**src/rtl/keypad_scanner.sv**
```systemverilog
// rtl/keypad_scanner.sv - 4x4 matrix keypad scanner with press/release debounce
module keypad_scanner #(
  parameter int SCAN_CYCLES     = 1000,
  parameter int DEBOUNCE_CYCLES = 50000
) (
  input  logic       clk,
  input  logic       nrst,
  input  logic [3:0] cols,
  output logic [3:0] rows,
  output logic [3:0] key,
  output logic       key_valid,
  output logic       key_held
);

  localparam int DW  = (SCAN_CYCLES > 1) ? $clog2(SCAN_CYCLES) : 1;
  localparam int DBW = (DEBOUNCE_CYCLES > 1) ? $clog2(DEBOUNCE_CYCLES) : 1;
  localparam logic [DW-1:0]  DWELL_LAST = DW'(SCAN_CYCLES - 1);
  localparam logic [DBW-1:0] DEB_LAST   = DBW'(DEBOUNCE_CYCLES - 1);

  typedef enum logic [1:0] {
    ST_SCAN     = 2'd0,
    ST_DEBOUNCE = 2'd1,
    ST_PRESSED  = 2'd2,
    ST_RELEASE  = 2'd3
  } state_t;

  state_t         state_q, state_d;
  logic [1:0]     row_idx_q, row_idx_d;
  logic [DW-1:0]  dwell_q, dwell_d;
  logic [DBW-1:0] deb_q, deb_d;
  logic [3:0]     cap_q, cap_d;
  logic [3:0]     rows_q, rows_d;
  logic [3:0]     key_q, key_d;
  logic           key_valid_q, key_valid_d;
  logic           key_held_q, key_held_d;

  // {valid, column index}: valid only when exactly one column line is low
  function automatic logic [2:0] col_decode(input logic [3:0] c);
    case (c)
      4'b1110: col_decode = 3'b100;
      4'b1101: col_decode = 3'b101;
      4'b1011: col_decode = 3'b110;
      4'b0111: col_decode = 3'b111;
      default: col_decode = 3'b000;
    endcase
  endfunction

  logic [2:0] cols_dec;
  logic [2:0] cap_dec;
  assign cols_dec = col_decode(cols);
  assign cap_dec  = col_decode(cap_q);

  // Next-state logic: scan rows, debounce press, hold, debounce release
  always_comb begin
    state_d     = state_q;
    row_idx_d   = row_idx_q;
    dwell_d     = dwell_q;
    deb_d       = deb_q;
    cap_d       = cap_q;
    key_d       = key_q;
    key_valid_d = 1'b0;
    key_held_d  = key_held_q;
    case (state_q)
      ST_SCAN: begin
        if (dwell_q == DWELL_LAST) begin
          if (cols_dec[2]) begin
            cap_d   = cols;
            deb_d   = '0;
            state_d = ST_DEBOUNCE;
          end else begin
            row_idx_d = row_idx_q + 2'd1;
            dwell_d   = '0;
          end
        end else begin
          dwell_d = dwell_q + DW'(1);
        end
      end
      ST_DEBOUNCE: begin
        if (cols == cap_q) begin
          if (deb_q == DEB_LAST) begin
            state_d     = ST_PRESSED;
            key_d       = {row_idx_q, cap_dec[1:0]};
            key_valid_d = 1'b1;
            key_held_d  = 1'b1;
          end else begin
            deb_d = deb_q + DBW'(1);
          end
        end else begin
          state_d = ST_SCAN;
          dwell_d = '0;
        end
      end
      ST_PRESSED: begin
        if (cols == 4'b1111) begin
          deb_d   = '0;
          state_d = ST_RELEASE;
        end
      end
      ST_RELEASE: begin
        if (cols == 4'b1111) begin
          if (deb_q == DEB_LAST) begin
            state_d    = ST_SCAN;
            key_held_d = 1'b0;
            row_idx_d  = row_idx_q + 2'd1;
            dwell_d    = '0;
          end else begin
            deb_d = deb_q + DBW'(1);
          end
        end else begin
          state_d = ST_PRESSED;
        end
      end
      default: begin
        state_d = ST_SCAN;
        dwell_d = '0;
      end
    endcase
    rows_d = ~(4'b0001 << row_idx_d);
  end

  // State register with asynchronous active-low reset
  always_ff @(posedge clk or negedge nrst) begin
    if (!nrst) begin
      state_q     <= ST_SCAN;
      row_idx_q   <= 2'd0;
      dwell_q     <= '0;
      deb_q       <= '0;
      cap_q       <= 4'b1111;
      rows_q      <= 4'b1110;
      key_q       <= 4'd0;
      key_valid_q <= 1'b0;
      key_held_q  <= 1'b0;
    end else begin
      state_q     <= state_d;
      row_idx_q   <= row_idx_d;
      dwell_q     <= dwell_d;
      deb_q       <= deb_d;
      cap_q       <= cap_d;
      rows_q      <= rows_d;
      key_q       <= key_d;
      key_valid_q <= key_valid_d;
      key_held_q  <= key_held_d;
    end
  end

  assign rows      = rows_q;
  assign key       = key_q;
  assign key_valid = key_valid_q;
  assign key_held  = key_held_q;

endmodule

```
**config.mk**
```make
export PLATFORM = sky130hd
export DESIGN_NAME = keypad_scanner
export DESIGN_NICKNAME = d
export VERILOG_FILES = /design/src/rtl/keypad_scanner.sv
export SDC_FILE = /design/constraint.sdc
export NUM_CORES = 1
export LEC_CHECK = 0
export ABC_CLOCK_PERIOD_IN_PS = 2200
export BUFFER_PORTS_ARGS = -buffer_cell sky130_fd_sc_hd__buf_2
export CORE_ASPECT_RATIO = 0.5
export CORE_MARGIN = 3
export CORE_UTILIZATION = 40
export CTS_BUF_LIST = sky130_fd_sc_hd__clkbuf_8
export CTS_CLUSTER_DIAMETER = 200
export CTS_CLUSTER_SIZE = 25
export DETAILED_ROUTE_END_ITERATION = 7
export PLACE_DENSITY = 0.62
export SETUP_SLACK_MARGIN = 0.2
export SLEW_MARGIN = 20
export SYNTH_ARGS = -nofsm -noshare
export SYNTH_HDL_FRONTEND = slang
export SYNTH_SLANG_ARGS = --single-unit
```
**constraint.sdc**
```tcl
create_clock -name clk -period 2.2 [get_ports clk]
set_input_delay 0.22 -clock clk [delete_from_list [all_inputs] [get_ports clk]]
set_output_delay 0.22 -clock clk [all_outputs]
set_load 0.01 [all_outputs]
```
# Word level (Yosys, flattened, before mapping)
# Cells that the tools add are included.
[op_classes]
add_sub_neg = 3
eq_ne = 26
shifts = 1
muxes = 36
bitwise = 1
n_reduce_logical = 9
[op_table]
columns = ["op", "count"]
rows = [
  ["16-bit two-way mux", 6],
  ["16-bit one-hot mux with 4 select lines", 1],
  ["10-bit two-way mux", 5],
  ["10-bit one-hot mux with 3 select lines", 1],
  ["4-bit == test, second input constant", 7],
  ["2-bit two-way mux", 11],
  ["5-bit AND reduction", 4],
  ["16-bit by 1-bit adder with 16-bit output, second input constant", 1],
  ["16-bit == test, second input constant", 1],
  ["2-bit != test, second input constant", 8],
  ["2-bit one-hot mux with 4 select lines", 2],
  ["3-bit one-hot mux with 4 select lines", 1],
  ["10-bit by 1-bit adder with 10-bit output, second input constant", 1],
  ["10-bit == test, second input constant", 1],
  ["3-bit != test, second input constant", 3],
  ["4-bit by 3-bit == test with 1-bit output, second input constant", 2],
  ["1-bit two-way mux", 7],
  ["3-bit AND reduction", 2],
  ["2-bit == test, second input constant", 2],
  ["4-bit == test", 1],
  ["4-bit NOT", 1],
  ["2-bit one-hot mux with 2 select lines", 1],
  ["1-bit by 2-bit left shift with 4-bit output, first input constant", 1],
  ["3-bit nonzero test", 1],
  ["other kinds (5)", 5],
]
[totals]
ff_bits = 44
inputBits = 6
out_inout_bits = 10
wordCells = 85

# Logic depth before layout (Yosys ltp)
# Gate-level depths: netlist of run 1.
[depth]
word_depth = 7
depth_mapped = 9
depth_no_buf = 8

# Worst setup path after synthesis of run 1
# Ideal clock, no wire load.
[synth_path]
path_type = "register -> register"
from = "register dwell_q[0]"
to = "register deb_q[9]"
setup_time_ns = 0.110
t_arrival_ns = 2.056
required_time_ns = 2.090
path_slack_ns = 0.034
stages_incl_launch_ff = 9
path_buffers = 1
period_less_slack_ns = 2.166
path_cell_list = "dfrtp_1 -> ha_1 -> nor4bb_1 -> a21o_1 -> o211ai_1 -> nand2b_1 -> buf_6 -> or3_4 -> o41ai_1"
[synth_via]
elab_chain_cells = 3
[synth_rtl]
columns = ["element", "line_no", "source"]
rows = [
  ["from (decl)", "29", "logic [DW-1:0] dwell_q, dwell_d;"],
  ["from (signal assigned)", "136", "dwell_q <= dwell_d;"],
  ["10-bit == test", "65", "if (dwell_q == DWELL_LAST) begin"],
  ["2-bit != test (no line)", "--", ""],
  ["5-bit AND reduction (no line)", "--", ""],
  ["to (signal assigned)", "127", "deb_q <= '0;"],
  ["to (signal assigned)", "137", "deb_q <= deb_d;"],
  ["to (decl)", "30", "logic [DBW-1:0] deb_q, deb_d;"],
]
# No other way between the ends.
# A chain may end at the register's enable or synchronous reset.

# Final worst setup path of run 1
[layout_path]
from = "register cap_q[0]"
to = "register deb_q[15]"
[layout_via]
elab_chain_cells = 3
[layout_rtl]
columns = ["element", "line_no", "source"]
rows = [
  ["from (decl)", "31", "logic [3:0] cap_q, cap_d;"],
  ["from (signal assigned)", "138", "cap_q <= cap_d;"],
  ["4-bit == test", "79", "if (cols == cap_q) begin"],
  ["2-bit != test (no line)", "--", ""],
  ["5-bit AND reduction (no line)", "--", ""],
]
# No other way between the ends.

==> run metrics, run 1 <==
Routed wire per std cell=16.2 um; Net Sw Power=1.43 mW; RSZ-0062 raised after global routing=yes; pre-CTS setup slack=0.0279 ns; row count=19; CP Launch Type=register; Final Max Tran Viols=0; area of the core=5780 sq um; Worst R2R End=deb_q[15]; IO Pins=16; combinational family with the most area after synthesis=simple AND/OR/NAND/NOR gates; Final min period=2.16 ns; Root Driver=clkbuf_8; Die Ht=62.2 um; Max Cap Violations=0; Synth Register Bits=44; prevailing post-synth register cell=dfrtp_1; fin util=60.2%; fillers=477; Clk pwr share=17.7%; post-synthesis mux area share=3.87%; clk slew on worst S/H paths=0.09 ns; final WL=6620 um; required time worst endpoint=2.43 ns; Simple-Gate Fraction of Synth Area=22.5%; reg-to-reg startpoint=cap_q[0]; Via density=5.63; Seq pwr share=29.7%; initial antenna violation count=0; Residual DRC=0; Final setup viols=0; max_slew headroom=38.7%; Area growth, synth to finish=37.8%; combinational power share=52.6%; synthesized cell area=2520 sq um; Clock Skew=0.0117 ns; setup TNS=0 ns; CP Max Fanout=3; CP Launch Point=cap_q[0]; First-pass DRT Iterations=4; Post-Synth Adder-Cell Area=3.47%; Worst-Skew Late Latency=0.30 ns; Worst VDD drop=0.543 mV; crit path kind=register to register; leakage=1.53 nW; ANT nets after route=0; P_int=2.04 mW; Sinks on Clock Net=44; Vias=2304; dpl hpwl=4280 um; post-synthesis area per instance=9.49 sq um; WP data arrival=2.39 ns; Die X=118 um; starting density of the core=43.7%; Synth Area in Compound Gates=17.6%; Power Density=998 nW/um^2; Final Cycle Share=98.1%; Hold Path Class=input port to async pin; Num CTS Buffers=5; sequential share of the synthesized area=44.0%; final net count=337; clock buffer depth=2; post-synthesis cell count=266; GRT Resource Usage Total=17.7%; vias in the first global route=2292; final hold vios=0; first-pass GRT wire length=10700 um; PnR Total Power=3.47 mW; Post-synth EDFFs=0; GRT overflow=0; XOR/XNOR share of the synthesized area=4.86%; CTS tree=yes; FF-to-FF setup slack=0.04 ns; sw frac=41.3%; H-tree Lvls=2; Fmax=0.463 GHz; largest net degree at the start of global routing=42; Unique masters post-synth=54; r2r worst-path depth=6; Syn Nets=279; Die ar.=7360 sq um; n_diodes=0; ys async rst share=100%; First DRT Iteration DRCs=148; measured slew at the worst slew-check pin=0.920 ns; worst setup margin=0.0415 ns; Setup crit end kind=register; Synth warnings=0; layout cell share with drive strength beyond 1=41.5%; port buffer count=15; GPL Wtd Cong=0.832; outcome=finished, final reports clean; final hold slack=0.0482 ns
==> Yosys cell counts (all sizes together) (2+ instances only) <==
library cell / instances / share of area, %
nor4: 5 / 1.5
ha: 7 / 3.5
nor2: 26 / 3.9
dfrtp: 37 / 37
o21ai: 22 / 4.4
a22o: 2 / 0.69
nand2b: 3 / 0.74
nand2: 17 / 2.5
buf: 4 / 1.3
o21bai: 2 / 0.59
o41ai: 2 / 0.69
o211ai: 2 / 0.59
inv: 14 / 2.1
o22a: 2 / 0.74
nand4: 7 / 2.0
nor4bb: 3 / 1.2
a21o: 3 / 0.89
and3: 8 / 2.0
dfstp: 7 / 7.3
nor4b: 2 / 0.69
mux2i: 3 / 1.2
nor3b: 3 / 0.89
xor2: 6 / 2.1
a41oi: 2 / 0.69
nor3: 4 / 0.79
a21oi: 14 / 2.9
a22oi: 2 / 0.59
xnor2: 8 / 2.8
o21a: 3 / 0.89
mux2: 6 / 2.7
nand3: 12 / 2.4
or3: 3 / 0.94
clkbuf: 3 / 0.45
nand4b: 2 / 0.69
a31o: 2 / 0.69
a31oi: 6 / 1.5
==> routing by layer <==
layer  GRT usage, %  vias to the layer above  share of wire, %
met3           3.63                        7               3.6
met2           29.4                       46                48
met5              0                        -                 0
met4           5.69                        0               1.0
li1               -                     1094                 -
met1           23.4                     1157                47
==> layout by cell type (no fill, tap or decap), drive strengths merged, types with 4 or more instances in the layout <==
cell	Yosys	final
ha	7	7
o21ai	22	22
nor2	26	26
nand3	12	12
and3	8	8
nor4	5	5
nand4	7	7
buf	4	58
inv	14	15
xor2	6	6
dfrtp	37	37
mux2	6	6
clkbuf	3	5
nand2	17	17
xnor2	8	8
nor3	4	4
a31oi	6	6
a21oi	14	14
dfstp	7	7
==> worst max-delay path: stages, from the launching register on <==
cell	delay [ns]
dfstp_2	0.57
xor2_2	0.09
o41a_1	0.50
nor4_2	0.37
nand3_1	0.13
or3_1	0.33
a21oi_2	0.12
==> worst max path at each step <==
stage	slack, ns	endpoint	depth (start not counted)
2_1_floorplan	0.08	deb_q[7]	7
3_3_place_gp	0.04	deb_q[15]	6
3_5_place_dp	0.03	deb_q[12]	8
4_1_cts	0.12	deb_q[15]	6
5_1_grt	-0.04	deb_q[5]	7
6_report	0.04	deb_q[15]	6
==> layout make-up <==
class | count | area [sq um] | share of cell area, %
multi-input cells | 201 | 1680 | 48.4
flip-flops and latches | 44 | 1110 | 32.0
repair buffers | 58 | 417 | 12.0
well taps | 84 | 105 | 3.02
clock buffers | 5 | 68.8 | 1.98
inverters | 14 | 52.6 | 1.51
clock inverters | 3 | 38.8 | 1.12
==> registers in the layout (all words and copies together) (netlist names) <==
| name | count |
|---|---|
| deb_q | 16 |
| dwell_q | 10 |
| cap_q | 4 |
| key | 4 |
| rows | 4 |
| row_idx_q | 2 |
| state_q | 2 |
| key_held | 1 |
| key_valid | 1 |
==> kinds of logic after synthesis <==
kind of cell,count (synthesis)
buffers and inverters,21
adders and majority gates,7
and+or+nand+nor,102
AOI/OAI and AO/OA,69
xor gates and xnor gates,14
muxes,9
DFF,44
==> power groups by stage <==
stage | clock network (mW) | logic, mW | registers, mW
4_1_cts | 0.632 | 1.35 | 1.02
6_report | 0.614 | 1.83 | 1.03
3_5_place_dp | 0 | 1.19 | 1.03
2_1_floorplan | 0 | 0.844 | 1.00
3_3_place_gp | 0 | 1.16 | 1.02
5_1_grt | 0.669 | 1.99 | 1.05
==> per-stage QoR <==
step | cell area (sq um) | cells
after global placement | 2840 | 377
after detailed placement | 2840 | 377
after CTS | 3170 | 403
final | 3480 | 409
after floorplan | 2560 | 266
after global routing | 3480 | 409
==> timing repair <==
item / 4_1_cts / 5_1_grt
hold buffers: 0 / 0
buffers inserted: 17 / 5
gates cloned: 1 / 1
pin swaps: 8 / 20
endpoints found under the setup margin: 27 / 37
gates resized for setup: 18 / 64
Power figures use the tool's default switching activity.
==> inputs of run 2 (changes only) <==
MAX_ROUTING_LAYER = met4   (was default)
==> run metrics, run 2 (synthesis results as in run 1) <==
WP data arrival=2.35 ns (-0.04 ns); fillers=484 (+1.5%); footprint of the multi-input gates=1620 sq um (-4.0%); Area after DPL=2840 sq um (unchanged); commonest non-fill, non-tap cell in the layout=buf_4; commonest cells after routing, fill and taps aside=buf_4, dfrtp_1, nor2_1, buf_2, nand2_1; Worst R2R End=deb_q[15]; required time worst endpoint=2.44 ns (about the same); Hold Path Class=input port to async pin; starting density of the core=43.7% (unchanged); Area growth, synth to finish=33.8%; worst setup margin=0.0896 ns (+0.0481 ns); FF-to-FF setup slack=0.09 ns (+0.05 ns); clock buffer depth=2 (unchanged); n_diodes=0 (unchanged); clk slew on worst S/H paths=0.08 ns (about the same); slowest stage cell, crit path=dfstp_2; Setup crit end kind=register; dpl hpwl=4280 um (unchanged); Final Cycle Share=95.9% (-2.2 points); H-tree Lvls=2 (unchanged); IO Pins=16 (unchanged); setup TNS=0 ns (unchanged); crit-path cells=xor2_1 -> o41a_1 -> nor4_2 -> nand3_1 -> or3_1 -> a21oi_2; non-filler instance count after layout=407 (-0.49%); Num CTS Buffers=5 (unchanged); reg-to-reg startpoint=cap_q[0]; Sinks on Clock Net=44 (unchanged); Root Driver=clkbuf_8; sw frac=40.6% (-0.72 points); initial antenna violation count=0 (unchanged); Residual DRC=0 (unchanged); area of the core=5780 sq um (unchanged); largest net degree at the start of global routing=42 (unchanged); pre-CTS setup slack=0.0279 ns (unchanged); Net Sw Power=1.35 mW (-5.8%); ANT nets after route=0 (unchanged); leakage=1.47 nW (-3.3%); Fmax=0.474 GHz (+2.3%); CP Launch Type=register; final net count=335 (-0.59%); measured slew at the worst slew-check pin=0.911 ns (-0.00810 ns); crit path kind=register to register; max reg flops=16 (unchanged); Final min period=2.11 ns (-0.0481 ns); port buffer count=15 (unchanged); GRT Resource Usage Total=18.3% (+0.56 points); GPL Wtd Cong=0.845 (+1.5%); layout cell share with drive strength beyond 1=39.0% (-2.5 points); GRT overflow=0 (unchanged); register with the most flip-flops=deb_q; Final setup viols=0 (unchanged); Vias=2276 (-1.2%); Worst VDD drop=0.531 mV (-2.2%); final WL=6310 um (-4.7%); First DRT Iteration DRCs=142 (-4.1%); Placed Instances=377 (unchanged); r2r worst-path depth=6 (unchanged); Die X=118 um (unchanged); DRT met1 WL=2990 um (-4.0%); top routing layer used=met4; final hold vios=0 (unchanged); CP Max Fanout=3 (unchanged); first-pass GRT wire length=10700 um (unchanged); Largest stage delay, worst path=0.55 ns (-0.02 ns); met3 WL post-DR=223 um (-6.3%); Clock Skew=0.00810 ns (-0.00357 ns); post-route design area=3380 sq um (-2.9%); Clk pwr share=18.2% (+0.5 points); Top Registers=deb_q (16), dwell_q (10); Worst-Skew Late Latency=0.30 ns (about the same); vias in the first global route=2293 (+0.044%); Routed wire per std cell=15.5 um (-4.2%); CTS tree=yes; CP Launch Point=cap_q[0]; P_int=1.98 mW (-2.9%); max_slew headroom=39.2% (+0.54 points); outcome=finished, final reports clean; Power Density=986 nW/um^2 (-1.2%); Die ar.=7360 sq um (unchanged); Max Cap Violations=0 (unchanged); Die Ht=62.2 um (unchanged); met2 routed WL=3010 um (-5.5%); Via density=5.59 (-0.73%); Register Area=1110 sq um (-0.11%); Seq pwr share=31.0% (+1.3 points); Final Max Tran Viols=0 (unchanged); First-pass DRT Iterations=4 (unchanged); row count=19 (unchanged); RSZ-0062 raised after global routing=yes; combinational power share=50.8% (-1.8 points)
## run 2: critical path: cells and delay by family, from the launching register on
| kind | cells | cell delay (ns) |
|---|---|---|
| compound gates | 2 | 0.62 |
| xor+xnor | 1 | 0.09 |
| flops | 1 | 0.55 |
| simple gates | 3 | 0.79 |
## run 2: worst max path at each step
stage                      to  slack, ns  cells past startpoint
detailed placement  deb_q[12]       0.03                      8
finish              deb_q[15]       0.09                      6
CTS                 deb_q[15]       0.12                      6
global route        deb_q[15]      -0.01                      6
global placement    deb_q[15]       0.04                      6
floorplan            deb_q[7]       0.08                      7
## run 2: metrics by stage
stage,hold WS [ns],total power [mW],utilization [%]
6_report,0.0465,3.33,58.4
5_1_grt,0.122,3.56,58.4
4_1_cts,0.0833,2.99,54.8
3_5_place_dp,0.419,2.22,49.1
3_3_place_gp,0.399,2.18,49.1
2_1_floorplan,-0.0756,1.85,-
## run 2: what timing repair did
item | CTS | global route
resized for setup | 18 | 46
endpoints found under the hold margin | 0 | 0
gates cloned | 1 | 1
hold buffers | 0 | 0
pin swaps | 8 | 13
setup buffers | 17 | 3
setup endpoints to repair | 27 | 37
## run 2: layout make-up
type	count	area share, %
multi-input combinational	201	47.9
sequential	44	32.9
timing repair buffer	56	11.4
tap	84	3.11
clock buffer	5	2.04
inverter	14	1.56
clock inverter	3	1.15
## run 2: routing by layer
metal  up-vias  GRT usage [%]
li1       1092              -
met3         9           3.63
met4         0           5.69
met5         -              -
met1      1129           23.6
met2        46           29.4
## run 2: power groups by stage
stage	registers (mW)	clock network (mW)	logic (mW)
3_5_place_dp	1.03	0	1.19
2_1_floorplan	1.00	0	0.844
5_1_grt	1.05	0.672	1.84
4_1_cts	1.02	0.632	1.35
3_3_place_gp	1.02	0	1.16
6_report	1.03	0.606	1.69
